File: config.mk
export PLATFORM = sky130hd
export DESIGN_NAME = seg7_scan_driver
export DESIGN_NICKNAME = d
export VERILOG_FILES = /design/src/rtl/seg7_pkg.sv /design/src/rtl/hex_to_7seg.sv /design/src/rtl/seg7_scan_driver.sv
export SDC_FILE = /design/constraint.sdc
export NUM_CORES = 1
export LEC_CHECK = 0
export BUFFER_PORTS_ARGS = -buffer_cell sky130_fd_sc_hd__buf_2
export CAP_MARGIN = 0
export CORE_ASPECT_RATIO = 0.75
export CORE_MARGIN = 2
export CORE_UTILIZATION = 33
export CTS_BUF_LIST = sky130_fd_sc_hd__clkbuf_8
export DETAILED_ROUTE_END_ITERATION = 16
export PLACE_DENSITY = 0.58
export SYNTH_ARGS = -nofsm -noshare
export SYNTH_HDL_FRONTEND = slang
export SYNTH_SLANG_ARGS = --single-unit
File: constraint.sdc
create_clock -name CLK100MHZ -period 8.05 [get_ports CLK100MHZ]
set_clock_uncertainty 0.1 [all_clocks]
set_input_delay 0.805 -clock CLK100MHZ [delete_from_list [all_inputs] [get_ports CLK100MHZ]]
set_output_delay 0.805 -clock CLK100MHZ [all_outputs]
set_load 0.005 [all_outputs]
File: src/rtl/seg7_pkg.sv
// Shared constants and types for the seven-segment scan driver.
// Segment patterns are ordered {CA,CB,CC,CD,CE,CF,CG}, active-low.
package seg7_pkg;

    localparam logic [7:0] SEG_OFF = 8'hFF;

    // Index 15 first so that SEG_PATTERNS[h] is the pattern for hex digit h.
    localparam logic [15:0][6:0] SEG_PATTERNS = {
        7'h38, 7'h30, 7'h42, 7'h31, 7'h60, 7'h08, 7'h04, 7'h00,
        7'h0F, 7'h20, 7'h24, 7'h4C, 7'h06, 7'h12, 7'h4F, 7'h01
    };

    typedef enum logic {
        BLANK,
        DRIVE
    } scan_state_e;

endpackage

File: src/rtl/hex_to_7seg.sv
// Combinational hex-to-seven-segment decoder, CA..CG active-low.
module hex_to_7seg
    import seg7_pkg::*;
(
    input  logic [3:0] hex,
    output logic [6:0] seg
);

    always_comb begin
        seg = SEG_PATTERNS[hex];
    end

endmodule

File: src/rtl/seg7_scan_driver.sv
// Multiplexed seven-segment scan driver with a one-deep staging register.
// Optional leading-zero blanking is enabled by defining SEG7_LZ_BLANK_EN.
module seg7_scan_driver
    import seg7_pkg::*;
#(
    parameter int unsigned NUM_DIGITS   = 8,
    parameter int unsigned SLOT_CYCLES  = 12_500,
    parameter int unsigned BLANK_CYCLES = 500
) (
    input  logic                      CLK100MHZ,
    input  logic                      RST,
    input  logic                      in_valid,
    output logic                      in_ready,
    input  logic [4*NUM_DIGITS-1:0]   in_digits,
    input  logic [NUM_DIGITS-1:0]     in_dp,
    input  logic [NUM_DIGITS-1:0]     in_en,
    output logic [NUM_DIGITS-1:0]     AN,
    output logic [7:0]                SEG,
    output logic                      frame_start
);

    localparam int unsigned CntW = $clog2(SLOT_CYCLES);
    localparam int unsigned IdxW = (NUM_DIGITS > 1) ? $clog2(NUM_DIGITS) : 1;

    if (NUM_DIGITS < 1 || NUM_DIGITS > 8) begin : g_bad_num_digits
        $error("NUM_DIGITS must be in 1..8");
    end
    if (SLOT_CYCLES < 2) begin : g_bad_slot_cycles
        $error("SLOT_CYCLES must be at least 2");
    end
    if (BLANK_CYCLES >= SLOT_CYCLES) begin : g_bad_blank_cycles
        $error("BLANK_CYCLES must be less than SLOT_CYCLES");
    end

    logic [CntW-1:0]           slot_q, slot_d;
    logic [IdxW-1:0]           idx_q, idx_d;
    logic                      pending_q, pending_d;
    logic [4*NUM_DIGITS-1:0]   stage_digits_q, stage_digits_d;
    logic [NUM_DIGITS-1:0]     stage_dp_q, stage_dp_d;
    logic [NUM_DIGITS-1:0]     stage_en_q, stage_en_d;
    logic [4*NUM_DIGITS-1:0]   act_digits_q, act_digits_d;
    logic [NUM_DIGITS-1:0]     act_dp_q, act_dp_d;
    logic [NUM_DIGITS-1:0]     act_en_q, act_en_d;
    logic [NUM_DIGITS-1:0]     an_q, an_d;
    logic [7:0]                seg_q, seg_d;
    logic                      frame_start_q, frame_start_d;

    logic                      slot_wrap;
    logic                      boundary;
    logic                      accept;
    scan_state_e               scan_state;
    logic [3:0]                cur_digit;
    logic                      cur_dp;
    logic                      cur_en;
    logic                      cur_lz;
    logic [NUM_DIGITS-1:0]     cur_onehot;
    logic [6:0]                cur_pattern;
    logic [NUM_DIGITS-1:0]     lz_mask;

    assign in_ready = ~pending_q & ~RST;
    assign accept   = in_valid & in_ready;

    assign slot_wrap  = (slot_q == CntW'(SLOT_CYCLES - 1));
    assign boundary   = slot_wrap && (idx_q == IdxW'(NUM_DIGITS - 1));
    assign scan_state = (slot_q < CntW'(BLANK_CYCLES)) ? BLANK : DRIVE;

`ifdef SEG7_LZ_BLANK_EN
    // A digit is a leading zero when it and every enabled digit above it are zero.
    always_comb begin
        logic zero_above;
        zero_above = 1'b1;
        lz_mask    = '0;
        for (int i = NUM_DIGITS - 1; i >= 0; i--) begin
            if (act_en_q[i] && (act_digits_q[4*i +: 4] != 4'h0)) begin
                zero_above = 1'b0;
            end
            lz_mask[i] = zero_above && (i != 0);
        end
    end
`else
    assign lz_mask = '0;
`endif

    always_comb begin
        cur_digit  = 4'h0;
        cur_dp     = 1'b0;
        cur_en     = 1'b0;
        cur_lz     = 1'b0;
        cur_onehot = '0;
        for (int i = 0; i < NUM_DIGITS; i++) begin
            if (idx_q == IdxW'(i)) begin
                cur_digit     = act_digits_q[4*i +: 4];
                cur_dp        = act_dp_q[i];
                cur_en        = act_en_q[i];
                cur_lz        = lz_mask[i];
                cur_onehot[i] = 1'b1;
            end
        end
    end

    hex_to_7seg u_decode (
        .hex (cur_digit),
        .seg (cur_pattern)
    );

    always_comb begin
        slot_d         = slot_q;
        idx_d          = idx_q;
        pending_d      = pending_q;
        stage_digits_d = stage_digits_q;
        stage_dp_d     = stage_dp_q;
        stage_en_d     = stage_en_q;
        act_digits_d   = act_digits_q;
        act_dp_d       = act_dp_q;
        act_en_d       = act_en_q;
        an_d           = '1;
        seg_d          = SEG_OFF;
        frame_start_d  = boundary;

        if (slot_wrap) begin
            slot_d = '0;
            idx_d  = (idx_q == IdxW'(NUM_DIGITS - 1)) ? '0 : idx_q + IdxW'(1);
        end else begin
            slot_d = slot_q + CntW'(1);
        end

        // Commit uses the pending flag from before this cycle; a boundary accept
        // only stages and waits for the next frame.
        if (boundary && pending_q) begin
            act_digits_d = stage_digits_q;
            act_dp_d     = stage_dp_q;
            act_en_d     = stage_en_q;
            pending_d    = 1'b0;
        end
        if (accept) begin
            stage_digits_d = in_digits;
            stage_dp_d     = in_dp;
            stage_en_d     = in_en;
            pending_d      = 1'b1;
        end

        if (scan_state == DRIVE && cur_en && !cur_lz) begin
            an_d  = ~cur_onehot;
            seg_d = {cur_pattern, ~cur_dp};
        end
    end

    always_ff @(posedge CLK100MHZ) begin
        if (RST) begin
            slot_q         <= '0;
            idx_q          <= '0;
            pending_q      <= 1'b0;
            stage_digits_q <= '0;
            stage_dp_q     <= '0;
            stage_en_q     <= '0;
            act_digits_q   <= '0;
            act_dp_q       <= '0;
            act_en_q       <= '0;
            an_q           <= '1;
            seg_q          <= SEG_OFF;
            frame_start_q  <= 1'b0;
        end else begin
            slot_q         <= slot_d;
            idx_q          <= idx_d;
            pending_q      <= pending_d;
            stage_digits_q <= stage_digits_d;
            stage_dp_q     <= stage_dp_d;
            stage_en_q     <= stage_en_d;
            act_digits_q   <= act_digits_d;
            act_dp_q       <= act_dp_d;
            act_en_q       <= act_en_d;
            an_q           <= an_d;
            seg_q          <= seg_d;
            frame_start_q  <= frame_start_d;
        end
    end

    assign AN          = an_q;
    assign SEG         = seg_q;
    assign frame_start = frame_start_q;

endmodule

==> impl_metrics.tcl, run 1 <==
set metrics [dict create \
    htree_levels 4 \
    hold_buffers 0 \
    slew_headroom_pct 35.48 \
    grt_pass1_wl_um 21530 \
    p_per_area_nw_per_um2 216.5 \
    post-route-drc-count 0 \
    cts_sinks 131 \
    place_congestion 0.8598 \
    end_kind "flop" \
    path_cells "clkinv_1 > ha_1 > a211oi_1 > o21ai_0 > a311o_1 > o21ai_1 > inv_1 > ha_1 > a2111oi_0 > o21ai_1" \
    rsz0062_at_grt "false" \
    cts_tree "yes" \
    floorplan.rows 41 \
    drt_iter0_drc 278 \
    syn_inst 685 \
    synth_edf_count 0 \
    synth_seq_cells 131 \
    cts_root_buffer "clkbuf_8" \
    synth_top_area_share_pct 46.57 \
    grt_pass1_vias 4308 \
    worstMarginPinSlew_ns 0.9619 \
    dominantRegCellSynth "dfxtp_1" \
    fillCellCount 1754 \
    syn_area_um2 5632 \
    synth.avg_cell_area_um2 8.221 \
    max_freq_mhz 254.6 \
    cp.required_ns 8.23 \
    hold_violations 0 \
    track_usage_pct 14.93 \
    setup_tns_ns 0 \
    synth.area.top_cells "dfxtp_1 (47%), nand2_1 (10%), nand2b_1 (5.6%)" \
    yosysTopAreaCell "dfxtp_1" \
    path_max_fanout 20 \
    drv_slew 0 \
    routedWlPerCell_um 13.37 \
    finalSetupViolCount 0 \
    crit_path_start_kind "flop" \
    synthArstFlopShare_pct 0 \
    io_buffers 68 \
    synth.most_common_cell "nand2_1" \
    fin_crit_sh_pct 48.80 \
    clkTransAtPathRegs_ns 0.07 \
    hpwl_um 8587 \
    viasPerCell 4.809 \
    insertion_delay_ns 0.44 \
    ant_nets 0 \
    cts_buffers 17 \
    synth-seq-area-share_pct 46.57 \
    critPathArrivalTime_ns 4.11 \
    synthDistinctLibCells 53 \
    maxCapViolations 0 \
    dr_total_vias 4583 \
    grt_max_degree 83 \
    fin_total_pwr_mw 1.409 \
    cts.path.max_buffers 2 \
    cp_slowest_stage_delay_ns 0.73 \
    peakVddDrop_uv 97.51 \
    insertedDiodeCount 0 \
    drt-total-wl_um 12740 \
    p_leak_nw 2.339 \
    io_pins 69 \
    synth_commonest_cells "nand2_1 (155), dfxtp_1 (131), a21oi_1 (59)" \
    status "finished clean" \
    area_growth_pct 15.62 \
    drt_pass1_iterations 4 \
    initial_core_util_pct 33.57 \
    setup.worst_path.class "flop to flop" \
    cp_slowest_cell "dfxtp_1" \
    cts_resized 0 \
    min_period_ns 3.928 \
    min_path_type "flop to flop" \
    die-area_um2 18140 \
    yosysWarnings 0 \
    cts_setup_buffers 0 \
    drive_gt1_share_pct 17.89 \
    syn-num-nets 749 \
    num-nets-final 789 \
    core-area_um2 16770 \
    gr-total-overflow 0 \
    dieHeight_um 117.1 \
    grt_antenna_before_repair 0 \
    die_w_um 154.8 \
]
[layout by cell type (no fill, tap or decap), drive strengths merged, types with 4 or more instances in the layout]
cell,synthesis,final
nand2,165,165
dfxtp,131,131
buf,18,72
a21oi,69,69
o21ai,54,54
nand2b,50,50
nor2,28,28
clkbuf,33,21
inv,15,16
nand3,14,14
ha,13,13
xor2,8,8
nor2b,7,7
nand3b,7,7
nor3,7,7
mux2i,7,7
a211oi,6,6
bufinv,0,6
a2111oi,5,5
o221ai,5,5
clkinv,1,5
xnor2,4,4
or2,4,4
[worst paths after layout]
path | start | end | slack (ns) | depth (start not counted)
setup / recovery | idx_q[2] | SEG[4] | 4.12 | 10
hold / removal | act_en_q[0] | act_en_q[0] | 0.35 | 2
setup reg to reg | idx_q[2] | SEG[4] | 4.12 | 10
hold reg to reg | act_en_q[0] | act_en_q[0] | 0.35 | 2
[sequential cells by signal (all words and copies together), names as in the netlist]
name,flops
act_digits_q,32
stage_digits_q,32
slot_q,14
AN,8
SEG,8
act_dp_q,8
act_en_q,8
stage_dp_q,8
stage_en_q,8
idx_q,3
frame_start,1
pending_q,1
[through the flow]
step	instances	utilization [%]	setup slack [ns]	cell area [µm²]	hold WS, ns
final	953	38.82	4.122	6511	0.3474
after global routing	953	38.82	3.542	6511	0.3788
after CTS	953	38.82	4.097	6511	0.3517
after detailed placement	921	35.88	4.114	6018	0.3432
after global placement	921	35.88	4.296	6018	0.3357
after floorplan	685	-	5.201	5632	0.3261
[per-layer routing]
metal	up-vias	GRT usage (%)	share of wire [%]
met3	7	3.203	3.9
li1	2365	-	-
met2	76	20.89	40
met1	2135	22.21	55
met5	-	0	0
met4	0	5.926	0.68
[critical path: cells and delay by family (launching register included)]
family          cells  cell delay, ns
fa+ha+maj           2            0.79
compound gates      6            1.53
flops               1            0.73
buf+inv             2            0.63
[final cells by class]
cell class | count | area [µm²] | share of cell area [%]
multi-input cells | 487 | 2696 | 41.41
clock inverters | 11 | 203.9 | 3.132
well taps | 215 | 269.0 | 4.131
inverters | 16 | 60.06 | 0.9224
repair buffers | 72 | 370.4 | 5.688
flip-flops and latches | 131 | 2623 | 40.28
clock buffers | 21 | 289.0 | 4.439
[report_power, final]
| part | leakage [nW] | switching [mW] | internal [mW] |
|---|---|---|---|
| clock network | 0.257 | 0.253 | 0.430 |
| registers | 1.06 | 0.0110 | 0.666 |
| logic | 1.02 | 0.0268 | 0.0223 |
| total | 2.34 | 0.291 | 1.12 |
[kinds of logic after synthesis]
group                    count (synthesis)  share of synthesized area, %
AO/OA/AOI/OAI                          157                         16.60
flip-flops                             131                         46.57
XOR/XNOR                                12                         1.866
adder cells (fa/ha/maj)                 13                         2.888
multiplexers                             7                         1.244
buffers and inverters                   67                         5.599
AND/OR/NAND/NOR                        298                         25.24
No activity file was read; power rests on OpenSTA's default activity.
==> run 2: changes to the inputs <==
==> constraint.sdc (replaced) <==
create_clock -name CLK100MHZ -period 3.9 [get_ports CLK100MHZ]
set_clock_uncertainty 0.1 [all_clocks]
set_input_delay 0.39 -clock CLK100MHZ [delete_from_list [all_inputs] [get_ports CLK100MHZ]]
set_output_delay 0.39 -clock CLK100MHZ [all_outputs]
set_load 0.005 [all_outputs]
==> run 2 against run 1 <==
  * Final area is 0.65% higher
  * Clock-buffer cell count is 1 lower
  * Setup slack worse by 3.6 ns
  * Power is 100% higher
  * Critical path type unchanged
  * Critical endpoint unchanged
  * Highest routed layer unchanged
==> impl_metrics.tcl, run 2 (same netlist as run 1, synthesis figures left out) <==
set metrics [dict create \
    status "finished clean" \
    hold_buffers 0 \
    setup_tns_ns 0 \
    grt_pass1_vias 4273 \
    critical_path_buf_inv_count 2 \
    hold_end "stage_dp_q[2]" \
    hpwl_um 8811 \
    hp-start "in_dp[2]" \
    area_growth_pct 16.37 \
    post-route-drc-count 0 \
    cts_setup_buffers 0 \
    rsz0062_at_grt "false" \
    finalInstanceArea_um2 6554 \
    min_path_cells 3 \
    drive_gt1_share_pct 18.68 \
    cts.path.max_buffers 2 \
    end_kind "flop" \
    core-area_um2 16770 \
    setup.worst_path.class "flop to flop" \
    cp_slowest_cell "dfxtp_1" \
    peakVddDrop_uv 190.4 \
    cts_root_buffer "clkbuf_8" \
    whs_ns 0.03651 \
    fillCellCount 1735 \
    critPathTopFamily "compound AO/OA/AOI/OAI gates" \
    io_buffers 68 \
    grt_pass1_wl_um 21350 \
    routedWlPerCell_um 13.43 \
    num-nets-final 795 \
    crit_path_start_kind "flop" \
    die_w_um 154.8 \
    top_regs "act_digits_q: 32 flops, stage_digits_q: 32 flops, slot_q: 14 flops" \
    grt_antenna_before_repair 0 \
    drt_pass1_iterations 5 \
    grt_max_degree 56 \
    cts_resized 0 \
    htree_levels 4 \
    layout_setup_ws_ns 0.5417 \
    max_freq_mhz 297.8 \
    pre_cts_ws_ns 0.5139 \
    critPathArrivalTime_ns 3.54 \
    final_common_cell "nand2_1" \
    regToRegStartpoint "idx_q[2]" \
    die-area_um2 18140 \
    worst_r2r_path_depth 10 \
    floorplan.rows 41 \
    cts_buffers 17 \
    insertion_delay_ns 0.44 \
    viasPerCell 4.780 \
    worstMarginPinSlew_ns 0.8864 \
    p_per_area_nw_per_um2 436.5 \
    fin_util_pct 39.07 \
    drt-total-wl_um 12880 \
    path_max_fanout 10 \
    cp.required_ns 4.09 \
    fin_crit_sh_pct 86.11 \
    dieHeight_um 117.1 \
    finalSetupViolCount 0 \
    dr_total_vias 4584 \
    r2r_slack_ns 0.54 \
    r2r-end "SEG[4]" \
    p_leak_nw 2.344 \
    path_cells "clkinv_1 > ha_1 > a211oi_1 > o21ai_0 > a311o_1 > o21ai_1 > inv_1 > ha_1 > a2111oi_0 > o21ai_1" \
    min_period_ns 3.358 \
    clkTransAtPathRegs_ns 0.08 \
    io_pins 69 \
    drv_slew 0 \
    slew_headroom_pct 40.91 \
    maxCapViolations 0 \
    cp_slowest_stage_delay_ns 0.49 \
    drt_iter0_drc 251 \
    gr-total-overflow 0 \
    cts_tree "yes" \
    place_congestion 0.8612 \
    insertedDiodeCount 0 \
    postPlaceCellArea_um2 6076 \
    cts_sinks 131 \
    ant_nets 0 \
    track_usage_pct 14.82 \
    min_path_type "input port to flop" \
    final_cell_mix "nand2_1 (155), dfxtp_1 (131), buf_2 (68)" \
    initial_core_util_pct 33.57 \
    hold_violations 0 \
]
==> run 2: cell types whose count changed in the layout (fill, tap and decap cells not counted) <==
cell / previous run / this run
clkinvlp_4: 0 / 4
bufinv_16: 6 / 5
buf_12: 0 / 1
buf_4: 4 / 9
clkbuf_8: 21 / 20
clkinv_2: 4 / 1
clkinv_4: 0 / 2
inv_1: 15 / 14
==> run 2: how the worst max path moves through the flow <==
stage	startpoint	to	slack (ns)	cells after the start
3_3_place_gp	idx_q[2]	SEG[4]	0.66	10
5_1_grt	idx_q[2]	SEG[4]	0.16	10
6_report	idx_q[2]	SEG[4]	0.54	10
2_1_floorplan	idx_q[2]	SEG[4]	1.05	11
4_1_cts	idx_q[2]	SEG[4]	0.53	10
3_5_place_dp	idx_q[2]	SEG[4]	0.51	10
==> run 2: layout make-up <==
class	instances	area, µm²	area share (%)
Clock buffer	20	275.3	4.200
Sequential cell	131	2623	40.02
Multi-Input combinational cell	487	2696	41.14
Inverter	16	60.06	0.9164
Tap cell	215	269.0	4.105
Clock inverter	12	202.7	3.093
Timing Repair Buffer	78	427.9	6.529
==> run 2: where the power goes <==
group | switching, mW | internal, mW | leakage [nW]
logic | 0.0560 | 0.0479 | 1.05
registers | 0.0232 | 1.37 | 1.06
clock network | 0.546 | 0.813 | 0.227
total | 0.625 | 2.24 | 2.34
==> run 2: worst min-delay path, delay by kind of cell <==
kind / cells / cell delay [ns]
AO/OA/AOI/OAI: 1 / 0.05
AND/OR/NAND/NOR: 1 / 0.03
buffers and inverters: 1 / 0.07
==> run 2: routing by layer <==
metal | vias up | track usage, % | routed length [µm]
li1 | 2377 | - | -
met1 | 2108 | 21.92 | 6927
met2 | 89 | 20.39 | 5233
met3 | 10 | 3.756 | 578
met4 | 0 | 6.049 | 143
met5 | - | 0 | 0
==> run 2: per-stage QoR <==
stage          cells  total power [mW]
3_5_place_dp     927             1.534
2_1_floorplan    685             1.487
3_3_place_gp     927             1.533
5_1_grt          959             2.969
6_report         959             2.861
4_1_cts          959             2.894
